==> src/rtl/hazard_forward_unit.sv <==
// Pipeline hazard controller: execute/decode forwarding selects, load-use,
// branch and HI/LO stalls, execute flush, multicycle mult/div busy tracking.
// Ports:
//   in : clk, reset, decode/execute/memory/writeback register ids and flags
//   out: forward_one/two_execute (3b), forward_A/B_decode,
//        stall_fetch, stall_decode, flush_execute_register, mult_div_busy
// Config: HAZARD_PERF_COUNTERS_EN adds stall_cycles / md_stall_cycles.
module hazard_forward_unit #(
  parameter int MULT_CYCLES = 4,
  parameter int DIV_CYCLES  = 34
) (
  input  logic       clk,
  input  logic       reset,
  input  logic [4:0] rs_decode,
  input  logic [4:0] rt_decode,
  input  logic       branch_decode,
  input  logic [4:0] rs_execute,
  input  logic [4:0] rt_execute,
  input  logic [4:0] write_reg_execute,
  input  logic       reg_write_execute,
  input  logic       mem_to_reg_execute,
  input  logic       hi_lo_read_execute,
  input  logic       mult_div_start_execute,
  input  logic       is_div_execute,
  input  logic [4:0] write_reg_memory,
  input  logic       reg_write_memory,
  input  logic       mem_to_reg_memory,
  input  logic       hi_lo_write_memory,
  input  logic [4:0] write_reg_writeback,
  input  logic       reg_write_writeback,
  input  logic       hi_lo_write_writeback,
  output logic [2:0] forward_one_execute,
  output logic [2:0] forward_two_execute,
  output logic       forward_A_decode,
  output logic       forward_B_decode,
  output logic       stall_fetch,
  output logic       stall_decode,
  output logic       flush_execute_register,
  output logic       mult_div_busy
`ifdef HAZARD_PERF_COUNTERS_EN
  ,
  output logic [31:0] stall_cycles,
  output logic [31:0] md_stall_cycles
`endif
);

  localparam logic [2:0] FW_REG   = 3'b000;
  localparam logic [2:0] FW_WB    = 3'b001;
  localparam logic [2:0] FW_MEM   = 3'b010;
  localparam logic [2:0] FW_HL_WB = 3'b011;
  localparam logic [2:0] FW_HL_MEM = 3'b100;

  localparam logic [5:0] MULT_LOAD = 6'(MULT_CYCLES);
  localparam logic [5:0] DIV_LOAD  = 6'(DIV_CYCLES);

  logic [5:0] r_md_count;

  // Register 0 is hardwired, so it never creates a dependency.
  logic w_a_mem, w_a_wb, w_b_mem, w_b_wb;
  logic w_rs_d_mem, w_rt_d_mem;
  logic w_rs_d_ex, w_rt_d_ex;
  logic w_lw_stall, w_br_stall, w_md_stall;
  logic w_any_stall, w_busy;

  assign w_a_mem = (rs_execute != 5'd0) && reg_write_memory
                   && (write_reg_memory == rs_execute);
  assign w_a_wb  = (rs_execute != 5'd0) && reg_write_writeback
                   && (write_reg_writeback == rs_execute);
  assign w_b_mem = (rt_execute != 5'd0) && reg_write_memory
                   && (write_reg_memory == rt_execute);
  assign w_b_wb  = (rt_execute != 5'd0) && reg_write_writeback
                   && (write_reg_writeback == rt_execute);

  assign w_rs_d_mem = (rs_decode != 5'd0)
                      && (write_reg_memory == rs_decode);
  assign w_rt_d_mem = (rt_decode != 5'd0)
                      && (write_reg_memory == rt_decode);
  assign w_rs_d_ex  = (rs_decode != 5'd0)
                      && (write_reg_execute == rs_decode);
  assign w_rt_d_ex  = (rt_decode != 5'd0)
                      && (write_reg_execute == rt_decode);

  assign w_busy = (r_md_count != 6'd0);

  assign w_lw_stall = mem_to_reg_execute && (w_rs_d_ex || w_rt_d_ex);
  assign w_br_stall = branch_decode
    && ((reg_write_execute && (w_rs_d_ex || w_rt_d_ex))
     || (mem_to_reg_memory && (w_rs_d_mem || w_rt_d_mem)));
  assign w_md_stall = w_busy
    && (hi_lo_read_execute || mult_div_start_execute);

  assign w_any_stall = !reset && (w_lw_stall || w_br_stall || w_md_stall);

  // HI/LO reads override GPR forwarding: LO on the A path, HI on B.
  always_comb begin
    forward_one_execute = FW_REG;
    if (reset) begin
      forward_one_execute = FW_REG;
    end else if (hi_lo_read_execute) begin
      if (hi_lo_write_memory)
        forward_one_execute = FW_HL_MEM;
      else if (hi_lo_write_writeback)
        forward_one_execute = FW_HL_WB;
    end else if (w_a_mem) begin
      forward_one_execute = FW_MEM;
    end else if (w_a_wb) begin
      forward_one_execute = FW_WB;
    end
  end

  always_comb begin
    forward_two_execute = FW_REG;
    if (reset) begin
      forward_two_execute = FW_REG;
    end else if (hi_lo_read_execute) begin
      if (hi_lo_write_memory)
        forward_two_execute = FW_HL_MEM;
      else if (hi_lo_write_writeback)
        forward_two_execute = FW_HL_WB;
    end else if (w_b_mem) begin
      forward_two_execute = FW_MEM;
    end else if (w_b_wb) begin
      forward_two_execute = FW_WB;
    end
  end

  assign forward_A_decode = !reset && reg_write_memory && w_rs_d_mem;
  assign forward_B_decode = !reset && reg_write_memory && w_rt_d_mem;

  assign stall_fetch            = w_any_stall;
  assign stall_decode           = w_any_stall;
  assign flush_execute_register = reset || w_any_stall;
  assign mult_div_busy          = w_busy;

  // A start seen while busy is stalled upstream and re-presented, so it
  // is picked up on the first cycle the counter reads zero.
  always_ff @(posedge clk or posedge reset) begin
    if (reset) begin
      r_md_count <= 6'd0;
    end else if (mult_div_start_execute && !w_busy && !w_md_stall) begin
      r_md_count <= is_div_execute ? DIV_LOAD : MULT_LOAD;
    end else if (w_busy) begin
      r_md_count <= r_md_count - 6'd1;
    end
  end

`ifdef HAZARD_PERF_COUNTERS_EN
  logic [31:0] r_stall_cycles;
  logic [31:0] r_md_stall_cycles;

  always_ff @(posedge clk or posedge reset) begin
    if (reset) begin
      r_stall_cycles    <= 32'd0;
      r_md_stall_cycles <= 32'd0;
    end else begin
      if (w_any_stall && (r_stall_cycles != 32'hFFFF_FFFF))
        r_stall_cycles <= r_stall_cycles + 32'd1;
      if (w_md_stall && (r_md_stall_cycles != 32'hFFFF_FFFF))
        r_md_stall_cycles <= r_md_stall_cycles + 32'd1;
    end
  end

  assign stall_cycles    = r_stall_cycles;
  assign md_stall_cycles = r_md_stall_cycles;
`endif

endmodule

==> config.mk <==
export PLATFORM = sky130hd
export DESIGN_NAME = hazard_forward_unit
export DESIGN_NICKNAME = d
export VERILOG_FILES = /design/src/rtl/hazard_forward_unit.sv
export SDC_FILE = /design/constraint.sdc
export NUM_CORES = 1
export LEC_CHECK = 0
export ABC_AREA = 1
export BUFFER_PORTS_ARGS = -buffer_cell sky130_fd_sc_hd__buf_4
export CAP_MARGIN = 15
export CORE_ASPECT_RATIO = 0.75
export CORE_MARGIN = 10
export CORE_UTILIZATION = 45
export DETAILED_ROUTE_END_ITERATION = 7
export PLACE_DENSITY = 0.8
export SLEW_MARGIN = 20
export SYNTH_ARGS = -nofsm -noshare
export SYNTH_HDL_FRONTEND = slang
export SYNTH_SLANG_ARGS = --single-unit
export TNS_END_PERCENT = 10
==> constraint.sdc <==
create_clock -name clk -period 1.55 [get_ports clk]
set_input_delay 0.0775 -clock clk [delete_from_list [all_inputs] [get_ports clk]]
set_output_delay 0.0775 -clock clk [all_outputs]
set_load 0.005 [all_outputs]
# Yosys cells after proc, flatten, opt, wreduce, memory -nomap -nowiden
# Index checks and enable logic that the tools add are counted.
[classes] n_addsub=1 n_eq_ne=8 muxes=13 reduce_logical=39
[ops] operator="5-bit equality test" n=8
[ops] operator="1-bit logical AND" n=23
[ops] operator="5-bit nonzero test" n=4
[ops] operator="6-bit two-way mux" n=3
[ops] operator="3-bit two-way mux" n=5
[ops] operator="1-bit logical OR" n=7
[ops] operator="2-bit two-way mux" n=3
[ops] operator="6-bit nonzero test" n=1
[ops] operator="6-bit by 1-bit subtractor with 6-bit output, second input constant" n=1
[ops] operator="1-bit logical NOT" n=3
[ops] operator="1-bit two-way mux" n=2
[ops] operator="2-bit nonzero test" n=1
[totals] ff_bits=6 in_bits=48 output_inout_bits=12 elab_cells=62

# Depth between registers and ports, before layout
[logic_depth] word_depth=10 mapped_depth=12 depth_no_buf=11

# Worst setup path before layout
# Ideal clock, no wire load.
[synth_path] kind="register -> output" start="register r_md_count[0]" end="output port stall_fetch" t_arrival_ns=1.364 required_ns=1.472 path_slack_ns=0.108 path_stages_with_launch=11 cell_sequence="dfrtp_1 inv_1 ha_1 nand2_1 inv_1 nand4_2 o21ai_0 nand3_1 nand2_1 inv_1 buf_4"
[synth_via] elab_chain_len=4
[synth_rtl] element="start: declaration" line="56" text="logic [5:0] r_md_count;"
[synth_rtl] element="start signal: assignment" line="141" text="r_md_count <= is_div_execute ? DIV_LOAD : MULT_LOAD;"
[synth_rtl] element="start signal: assignment" line="143" text="r_md_count <= r_md_count - 6'd1;"
[synth_rtl] element="6-bit nonzero test" line="83" text="assign w_busy = (r_md_count != 6'd0);"
[synth_rtl] element="net mult_div_busy" line="39" text="output logic mult_div_busy"
[synth_rtl] element="1-bit logical AND" line="90" text="&& (hi_lo_read_execute || mult_div_start_execute);"
[synth_rtl] element="1-bit logical OR" line="92" text="assign w_any_stall = !reset && (w_lw_stall || w_br_stall || w_md_stall);"
[synth_rtl] element="1-bit logical AND" line="92"
[synth_rtl] element="end: declaration" line="36" text="output logic stall_fetch,"
# The timed path passes the listed nets, and every way through them passes these cells.

# Worst setup path in the final report
[layout_path] start="register r_md_count[1]" end="output port flush_execute_register"
[layout_via] elab_chain_len=5
[layout_rtl] element="6-bit nonzero test" line="83"
[layout_rtl] element="1-bit logical AND" line="90"
[layout_rtl] element="1-bit logical OR" line="92"
[layout_rtl] element="1-bit logical AND" line="92"
[layout_rtl] element="1-bit logical OR" line="132" text="assign flush_execute_register = reset || w_any_stall;"
[layout_rtl] element="end: declaration" line="38" text="output logic flush_execute_register,"
# No other way between the ends.

==> results.cfg <==
[sta]
final_max_slew_viol_count = 0
setup_tns_ns = 0
fin_crit_ns = 1.55
fmax_mhz = 647
rsz0062_at_grt = true
relSlewSlack = 0.797
fin_crit_sh = 0.998
timing.final.ws_setup_ns = 0.00335
worstMarginPinSlew_ns = 0.304
setup_viol_count_final = 0
fin_skew_ns = 0.00180
hold_viol = 0

[min_path]
hold_path.class = input port to flop
hold_end = r_md_count[5]
hp-start = is_div_execute
hold_depth = 3

[grt]
first_global_vias = 1333
grt_max_degree = 9
grt-ovfl-total = 0
grt_use_total = 0.153
grt_pass1_wl_um = 6440
antenna_found_initial = 0

[route]
first_pass_iters = 4
wl_met2_um = 1740
route.met3.wl_um = 347
drt-initial-drc-count = 90
wl_met1_um = 1810
routedWlPerCell_um = 13.2
route.vias.total = 1491
drc = 0
post_drt_via_cell_ratio = 4.97
routed_wl_um = 3950
final_antenna_net_count = 0
top_layer = met4

[final_layout]
nets = 317
n_antenna_cell = 0
stdcell_area_um2 = 1730
drive_above_1_share = 0.327
largest_register_ffs = 6
regMostFlops = r_md_count
reg_top3 = r_md_count: 6 flops
synthToLayoutAreaGrowth_pct = 54.8

[yosys]
synth_edf_count = 0
ys_ff_latch = 6
synth_adder_area_share = 0.0112
synth_nets = 244
ys_seq_area_frac = 0.134
synth.distinct_cells = 24
syn_inst = 195
async_flop_share = 1.00
synth_top_family_by_area = simple AND/OR/NAND/NOR gates
synthSimpleGateAreaFrac = 0.385
netlist_area_um2 = 1120
ys.flop_type = dfrtp_1
avgSynthCellArea_um2 = 5.74
synth-compound-area-share = 0.135
muxShareOfSynthArea = 0
synthXorXnorAreaFrac = 0.180
ys_warn_count = 0

[floorplanning]
dieWidth_um = 77.6
dieHeight_um = 63.2
coreArea_um2 = 2330
num_rows = 15
ioPinCount = 60
dieArea_um2 = 4900
initial_core_util = 0.481

[power]
cellPowerDensity_nw_per_um2 = 788
leakagePower_nw = 0.949
irDropWorstVdd_v = 0.000498
finalPower_mw = 1.36

[critical_path]
required_ns = 1.47
cp_max_fo = 2
worstPathCellList = inv_2 -> ha_4 -> nand2_4 -> inv_4 -> nand4_4 -> o21ai_2 -> buf_4 -> nand4_1 -> buf_4
rr_worst_depth = 10
path_buf_inv = 4
critical-path-slowest-cell = dfrtp_1
crit_type = flop to primary output
rrSetupSlack_ns = 0.04
r2r-start = r_md_count[1]
worst_r2r_endpoint = r_md_count[2]
start_kind = flop
cp_top_family = buffers and inverters
critPathMaxStageDelay_ns = 0.40
cp.arrival_ns = 1.47
cp-end-kind = primary output
crit_top_cell = buf_4

[placed_design]
gp_congestion = 0.909
place_ws_ns = 0.0631
hpwlAfterDp_um = 3180
port_buffers = 59
dpl_cell_area_um2 = 1580

[cts]
cts_sinks = 6
cts_made_buffers = 3
cts_root_buf = clkbuf_4
cts_max_level = 1
clk_pin_slew_worst_paths_ns = 0.05
clk_latency_ns = 0.25
tritoncts = done
cts_max_path_buffers = 2

[flow_run]
cap_violations = 0

[outcome]
status = finished clean
## final cells by class
cell class / instances / area [um^2]
multi-input combinational: 149 / 828
fill: 215 / 596
timing repair buffer: 72 / 551
sequential: 6 / 150
inverter: 36 / 138
tap: 34 / 42.5
clock buffer: 3 / 22.5
## report_power, final
part / internal [mW] / switching, mW / leakage (nW) / total, mW
clock network: 0.0882 / 0.0654 / 0.0138 / 0.154
registers: 0.238 / 0.0577 / 0.0704 / 0.295
logic: 0.466 / 0.450 / 0.865 / 0.916
## through the flow
| stage | cells | hold WS (ns) | utilization |
|---|---|---|---|
| 2_1_floorplan | 195 | -0.107 | - |
| 3_3_place_gp | 286 | 0.105 | 0.680 |
| 3_5_place_dp | 286 | 0.110 | 0.680 |
| 4_1_cts | 295 | 0.118 | 0.717 |
| 5_1_grt | 300 | 0.140 | 0.744 |
| 6_report | 300 | 0.127 | 0.744 |
## worst reg2reg max path, cell delays in order (launching register included)
cell     delay (ns)
dfrtp_1        0.40
inv_2          0.09
ha_4           0.15
nand2_4        0.06
inv_4          0.06
nand4_4        0.07
buf_4          0.16
inv_1          0.12
nand3_1        0.13
o21ai_0        0.10
a21oi_1        0.06
## synthesized netlist by cell type, drive strengths merged (4+ instances only)
master | n | area, um^2
a21oi | 5 | 25.0
a31oi | 4 | 25.0
buf | 4 | 37.5
dfrtp | 6 | 150
inv | 36 | 135
nand2 | 51 | 194
nand3 | 13 | 65.1
nand4 | 5 | 37.5
nor2 | 23 | 88.8
nor3 | 4 | 20.0
o211ai | 6 | 45.0
o21ai | 8 | 40.0
or2 | 4 | 25.0
xnor2 | 17 | 149
xor2 | 6 | 52.6
## layout by cell type, fill, tap and decap left out, types with 3 or more instances in the layout
cell type	count
dfrtp_1	6
buf_4	69
o21ai_0	6
o211ai_1	6
nand3_1	13
xor2_1	6
inv_2	3
xnor2_1	17
nand2_1	49
nor3_1	4
a31oi_1	4
or2_2	3
inv_1	32
nand4_1	4
clkbuf_4	3
nor2_1	22
a21oi_1	5
## how the worst max path moves through the flow
| stage | start | endpoint | slack [ns] | cells past startpoint |
|---|---|---|---|---|
| finish | r_md_count[1] | flush_execute_register | 0.003 | 9 |
| detailed placement | r_md_count[1] | stall_fetch | 0.06 | 10 |
| floorplan | r_md_count[0] | stall_fetch | 0.11 | 10 |
| CTS | r_md_count[0] | stall_fetch | 0.006 | 10 |
| global route | r_md_count[1] | stall_decode | -0.09 | 10 |
| global placement | r_md_count[0] | r_md_count[2] | 0.13 | 9 |
## repair_timing
| action | 4_1_cts | 5_1_grt |
|---|---|---|
| hold endpoints to repair | 6 | 0 |
| endpoints found under the setup margin | 3 | 7 |
| setup buffers | 5 | 5 |
| hold buffers | 1 | 0 |
| gates resized for setup | 7 | 7 |
| pin swaps | 3 | 4 |
## cells by family after synthesis
family | Yosys count
adders and majority gates | 1
xor gates and xnor gates | 23
DFF | 6
and+or+nand+nor | 100
buffers and inverters | 40
AOI/OAI and AO/OA | 25
## routing by layer
layer / global-route usage / vias to the layer above
met3: 0.0567 / 6
li1: - / 759
met2: 0.240 / 59
met4: 0.0205 / 0
met1: 0.199 / 667
met5: 0 / -
Note: power is estimated with default switching activity, not from simulation.
